--- src/rtl/dffsq_pipe_bank.sv ---
`default_nettype none
// ============================================================================
//  Module      : dffsq_pipe_bank
//  Description : WIDTH x DEPTH bank of sync-preset flops with load enable,
//                a per-stage valid tag and a single scan chain.
//  Revision    : 1.0 - initial release
// ============================================================================
module dffsq_pipe_bank #(
    parameter int               WIDTH   = 8,
    parameter int               DEPTH   = 2,
    parameter logic [WIDTH-1:0] SET_VAL = {WIDTH{1'b1}}
) (
    input  logic             CLK,
    input  logic             RST,
    input  logic             SETN,
    input  logic             EN,
    input  logic [WIDTH-1:0] D,
    input  logic             SE,
    input  logic             SI,
    output logic [WIDTH-1:0] Q,
    output logic             VALID,
    output logic             SO
);

    localparam int c_NBITS = WIDTH * DEPTH;

    // Stage k occupies bits [k*WIDTH +: WIDTH]; this flat order is also the scan order.
    logic [c_NBITS-1:0] r_stg;
    logic [DEPTH-1:0]   r_vld;

    logic [c_NBITS-1:0] w_scan_nxt;
    logic [c_NBITS-1:0] w_adv_nxt;
    logic [DEPTH-1:0]   w_vld_nxt;

    generate
        if (c_NBITS == 1) begin : g_chain_one
            assign w_scan_nxt = SI;
        end else begin : g_chain_many
            assign w_scan_nxt = {r_stg[c_NBITS-2:0], SI};
        end

        if (DEPTH == 1) begin : g_pipe_one
            assign w_adv_nxt = D;
            assign w_vld_nxt = 1'b1;
        end else begin : g_pipe_many
            assign w_adv_nxt = {r_stg[c_NBITS-WIDTH-1:0], D};
            assign w_vld_nxt = {r_vld[DEPTH-2:0], 1'b1};
        end
    endgenerate

    always_ff @(posedge CLK) begin
        if (RST || !SETN) begin
            r_stg <= {DEPTH{SET_VAL}};
            r_vld <= '0;
        end else if (SE) begin
            r_stg <= w_scan_nxt;
        end else if (EN) begin
            r_stg <= w_adv_nxt;
            r_vld <= w_vld_nxt;
        end
    end

    // An unknown control would otherwise silently fall through to shift/advance.
    a_ctrl_known: assert property (@(posedge CLK) !RST |-> !$isunknown({SETN, SE}));

    assign Q     = r_stg[c_NBITS-1 -: WIDTH];
    assign VALID = r_vld[DEPTH-1];
    assign SO    = r_stg[c_NBITS-1];

endmodule
`default_nettype wire

--- config.mk ---
export PLATFORM = sky130hd
export DESIGN_NAME = dffsq_pipe_bank
export DESIGN_NICKNAME = d
export VERILOG_FILES = /design/src/rtl/dffsq_pipe_bank.sv
export SDC_FILE = /design/constraint.sdc
export NUM_CORES = 1
export LEC_CHECK = 0
export ABC_AREA = 1
export BUFFER_PORTS_ARGS = -buffer_cell sky130_fd_sc_hd__buf_4
export CORE_MARGIN = 2
export CORE_UTILIZATION = 45
export DETAILED_ROUTE_END_ITERATION = 10
export PLACE_DENSITY = 0.74
export SYNTH_ARGS = -nofsm -noshare
export SYNTH_HDL_FRONTEND = slang
export SYNTH_SLANG_ARGS = --single-unit
--- constraint.sdc ---
create_clock -name CLK -period 0.8 [get_ports CLK]
set_clock_uncertainty 0.05 [all_clocks]
set_input_delay 0.04 -clock CLK [delete_from_list [all_inputs] [get_ports CLK]]
set_output_delay 0.04 -clock CLK [all_outputs]
set_load 0.02 [all_outputs]
Word-level counts from Yosys, hierarchy flattened --
Cells that the tools add are included.
Word-level totals: flip-flop bits (word level) 18, input port bits 14, output and inout bits 10, logic and storage cells 9
Cells by class: mux-type cells 2, bitwise logic cells 1, reduce and logical (&&, ||, !) cells 4
Operators by type and width (number):
- 2-to-1 mux 16 bit | 2
- AND reduction 2 bit | 1
- nonzero test 2 bit | 1
- zero test 1 bit | 1
- logical OR 1 bit | 1
- NOT 1 bit | 1

Longest topological paths before layout --
word-level depth 2, depth in mapped cells 6, gate-level depth less buffers 5

Least setup slack after synthesis --
Ideal clock, no wire load.
path kind input to register, start input RST, end register r_stg[0], library setup time 0.120 ns, arrival 0.584 ns, required time 0.630 ns, setup slack 0.046 ns, stages on the path 5, path buffers 1, path through inv_1 nand2_1 buf_2 nor2_1 nand3_2
On the way: cells in the longest elaborated chain, start to end 1
Ends and longest elaborated chain:
- from (decl) | RTL line 14 | input logic RST,
- logical OR 1 bit | RTL line 52 | if (RST || !SETN) begin
- to (signal assigned) | RTL line 53 | r_stg <= {DEPTH{SET_VAL}};
- to (signal assigned) | RTL line 56 | r_stg <= w_scan_nxt;
- to (signal assigned) | RTL line 58 | r_stg <= w_adv_nxt;
- to (decl) | RTL line 28 | logic [c_NBITS-1:0] r_stg;
No other way between the ends. A chain may end at the register's enable or synchronous reset.

Final worst setup path --
start register r_stg[8], end output Q[0]
RTL lines:
- to (decl) | RTL line 20 | output logic [WIDTH-1:0] Q,
No word-level cell between the ends.

==> impl_metrics.tcl <==
set metrics [dict create \
    grt_max_degree 19 \
    ant_nets 0 \
    finalCritPeriodShare_pct 110 \
    r2r_cells 5 \
    area_growth_pct 50.4 \
    synth_top_cell_area_share_pct 35.8 \
    nFillCells 168 \
    worstSetupPathType "reg2out" \
    synth_top_cell_by_area "dfxtp_1" \
    regToRegEndpoint "r_stg[12]$_SDFFE_PP1P_" \
    drc 0 \
    netlist_instances 141 \
    gr-total-overflow 0 \
    finalHoldViolCount 1 \
    worstPathCellList "buf_6" \
    holdWs_ps -21.8 \
    antenna_cells 0 \
    synth_common_cells "40 x nand2_1, 20 x inv_1, 18 x dfxtp_1, 18 x nor2_1" \
    synth-seq-cells 18 \
    cts-root-buf "clkbuf_4" \
    cts-hold-fix-buffers 9 \
    cp_num_buf_inv 1 \
    avgViaCountPerCell 4.71 \
    dp_slack_ps -32.4 \
    holdCritPathClass "in2reg" \
    antenna_found_initial 0 \
    drv_slew 0 \
    wire_per_inst_um 10.7 \
    cts_max_path_buffers 2 \
    rsz0062_at_grt "true" \
    layout_min_cycle_time_ps 879 \
    cp-start-kind "register" \
    cts_tree "built" \
    postSynthAreaPerCell_um2 7.13 \
    post-dp-hpwl_mm 1.46 \
    min_to "r_stg[0]$_SDFFE_PP1P_" \
    core_area_um2 2170 \
    clk_latency_ps 290 \
    ys_warn_count 0 \
    num_vias 956 \
    grt.total_usage_pct 17.4 \
    num_io_pins 24 \
    ys.flop_type "dfxtp_1" \
    rows 17 \
    worst_slew_pin_slew_ps 143 \
    layout.nets 190 \
    violations "negative hold slack, negative setup slack" \
    min-delay-start "SI" \
    endpoint_kind "output pin" \
    maxCapViolCount 0 \
    grt_pass1_wl_mm 3.55 \
    p_leak_nw 0.728 \
    path_clk_slew_ps 100 \
    hold_depth 5 \
    yosysUniqueCellTypes 15 \
    run_status "finished with violations" \
    peakVddDrop_mv 0.885 \
    die_y_um 51.3 \
    initialDrtViolationCount 20 \
    path_delay_family "flip-flops" \
    arrival_ps 790 \
    finalSetupViolCount 16 \
    synthesis.area_um2 1010 \
    dieArea_um2 2630 \
    synth.area.top_cells "dfxtp_1 36%, nand2_1 15%, nand3_2 9.0%, inv_1 7.5%, buf_4 6.7%" \
    io_buffers 23 \
    start_util_pct 46.4 \
    gp_congestion 0.772 \
    drive_above_1_share_pct 54.3 \
    synth_edf_count 0 \
    grt_pass1_vias 901 \
    synthArstFlopShare_pct 0 \
    r2r_slack_ps -60 \
    path_depth 1 \
    crit_required_ps 710 \
    htree_levels 1 \
    slowest_stage "dfxtp_2" \
    numCtsBuffers 3 \
    max_slew_margin_pct 90.4 \
    final_core_util_pct 69.7 \
    clock-sinks 18 \
    fmax_mhz 1140 \
    cpPeakStageDelay_ps 370 \
    synth_most_common_cell "nand2_1" \
    path_max_fanout 3 \
    drt-total-wl_mm 2.16 \
    r2r-start "r_stg[11]$_SDFFE_PP1P_" \
    fin_ws_ps -79.2 \
    chipWidth_um 51.3 \
    powerDensity_nw_per_um2 1350 \
    syn-num-nets 155 \
    firstDrtPassIters 4 \
    finalSetupTns_ps -899 \
    ys_seq_area_share_pct 35.8 \
    power_mw 2.05 \
]
through the flow:
step,cell area [um^2],std cells
finish,1510,203
detailed placement,1220,185
CTS,1450,204
global route,1510,203
global placement,1220,185
floorplan,1010,141
registers in the layout, summed over array words and instances (netlist names):
name and flops:
r_vld 2, r_stg 16
what timing repair did:
item                                   in CTS  in global routing
setup endpoints to repair                  10                 24
pin swaps                                   0                 11
resized for setup                          20                 32
buffers inserted                            6                  0
endpoints found under the hold margin      10                  1
area by class of cell:
| cell class | count | area (um^2) | area share (%) |
|---|---|---|---|
| Sequential cell | 18 | 379 | 25.1 |
| Clock buffer | 4 | 36.3 | 2.40 |
| Timing Repair Buffer | 43 | 478 | 31.6 |
| Tap cell | 28 | 35.0 | 2.32 |
| Inverter | 21 | 78.8 | 5.21 |
| Multi-Input combinational cell | 89 | 505 | 33.4 |
power breakdown:
part           internal, mW  switching, mW  total (mW)
Clock                 0.278          0.287       0.564
Sequential            0.940         0.0335       0.973
Combinational         0.265          0.244       0.509
Total                  1.48          0.564        2.05
how the worst max path moves through the flow:
stage / slack, ps / end / start
finish: -80 / Q[0] / r_stg[8]$_SDFFE_PP1P_
global route: -110 / Q[7] / r_stg[15]$_SDFFE_PP1P_
CTS: -80 / SO / r_stg[15]$_SDFFE_PP1P_
detailed placement: -30 / r_stg[3]$_SDFFE_PP1P_ / RST
global placement: 6 / r_stg[1]$_SDFFE_PP1P_ / RST
floorplan: 50 / r_stg[0]$_SDFFE_PP1P_ / RST
per-layer routing:
metal / global-route usage, % / vias up / wire [um]
li1: - / 476 / -
met1: 20.7 / 444 / 890
met3: 2.63 / 2 / 130
met2: 32.0 / 34 / 1130
met5: 0 / - / 0
met4: 5.26 / 0 / 14
cells in the final DEF, fill, tap and decap left out, types with 8 or more instances in the layout:
master | netlist | layout
dfxtp_2 | 0 | 15
inv_1 | 20 | 15
buf_4 | 9 | 13
nand3_2 | 9 | 9
nand3_1 | 9 | 9
dlygate4sd3_1 | 0 | 8
buf_6 | 1 | 16
nand2_1 | 40 | 34
nor2_1 | 18 | 11
nor2_2 | 1 | 8
nand2_2 | 9 | 12
cells by family (layout without fill, tap and decap cells):
group                  Yosys count  in the layout  synth area share (%)
flip-flops                      18             18                  35.8
buffers and inverters           34             68                  18.7
AND/OR/NAND/NOR                 89             89                  45.5
No activity file was read; power rests on OpenSTA's default activity.
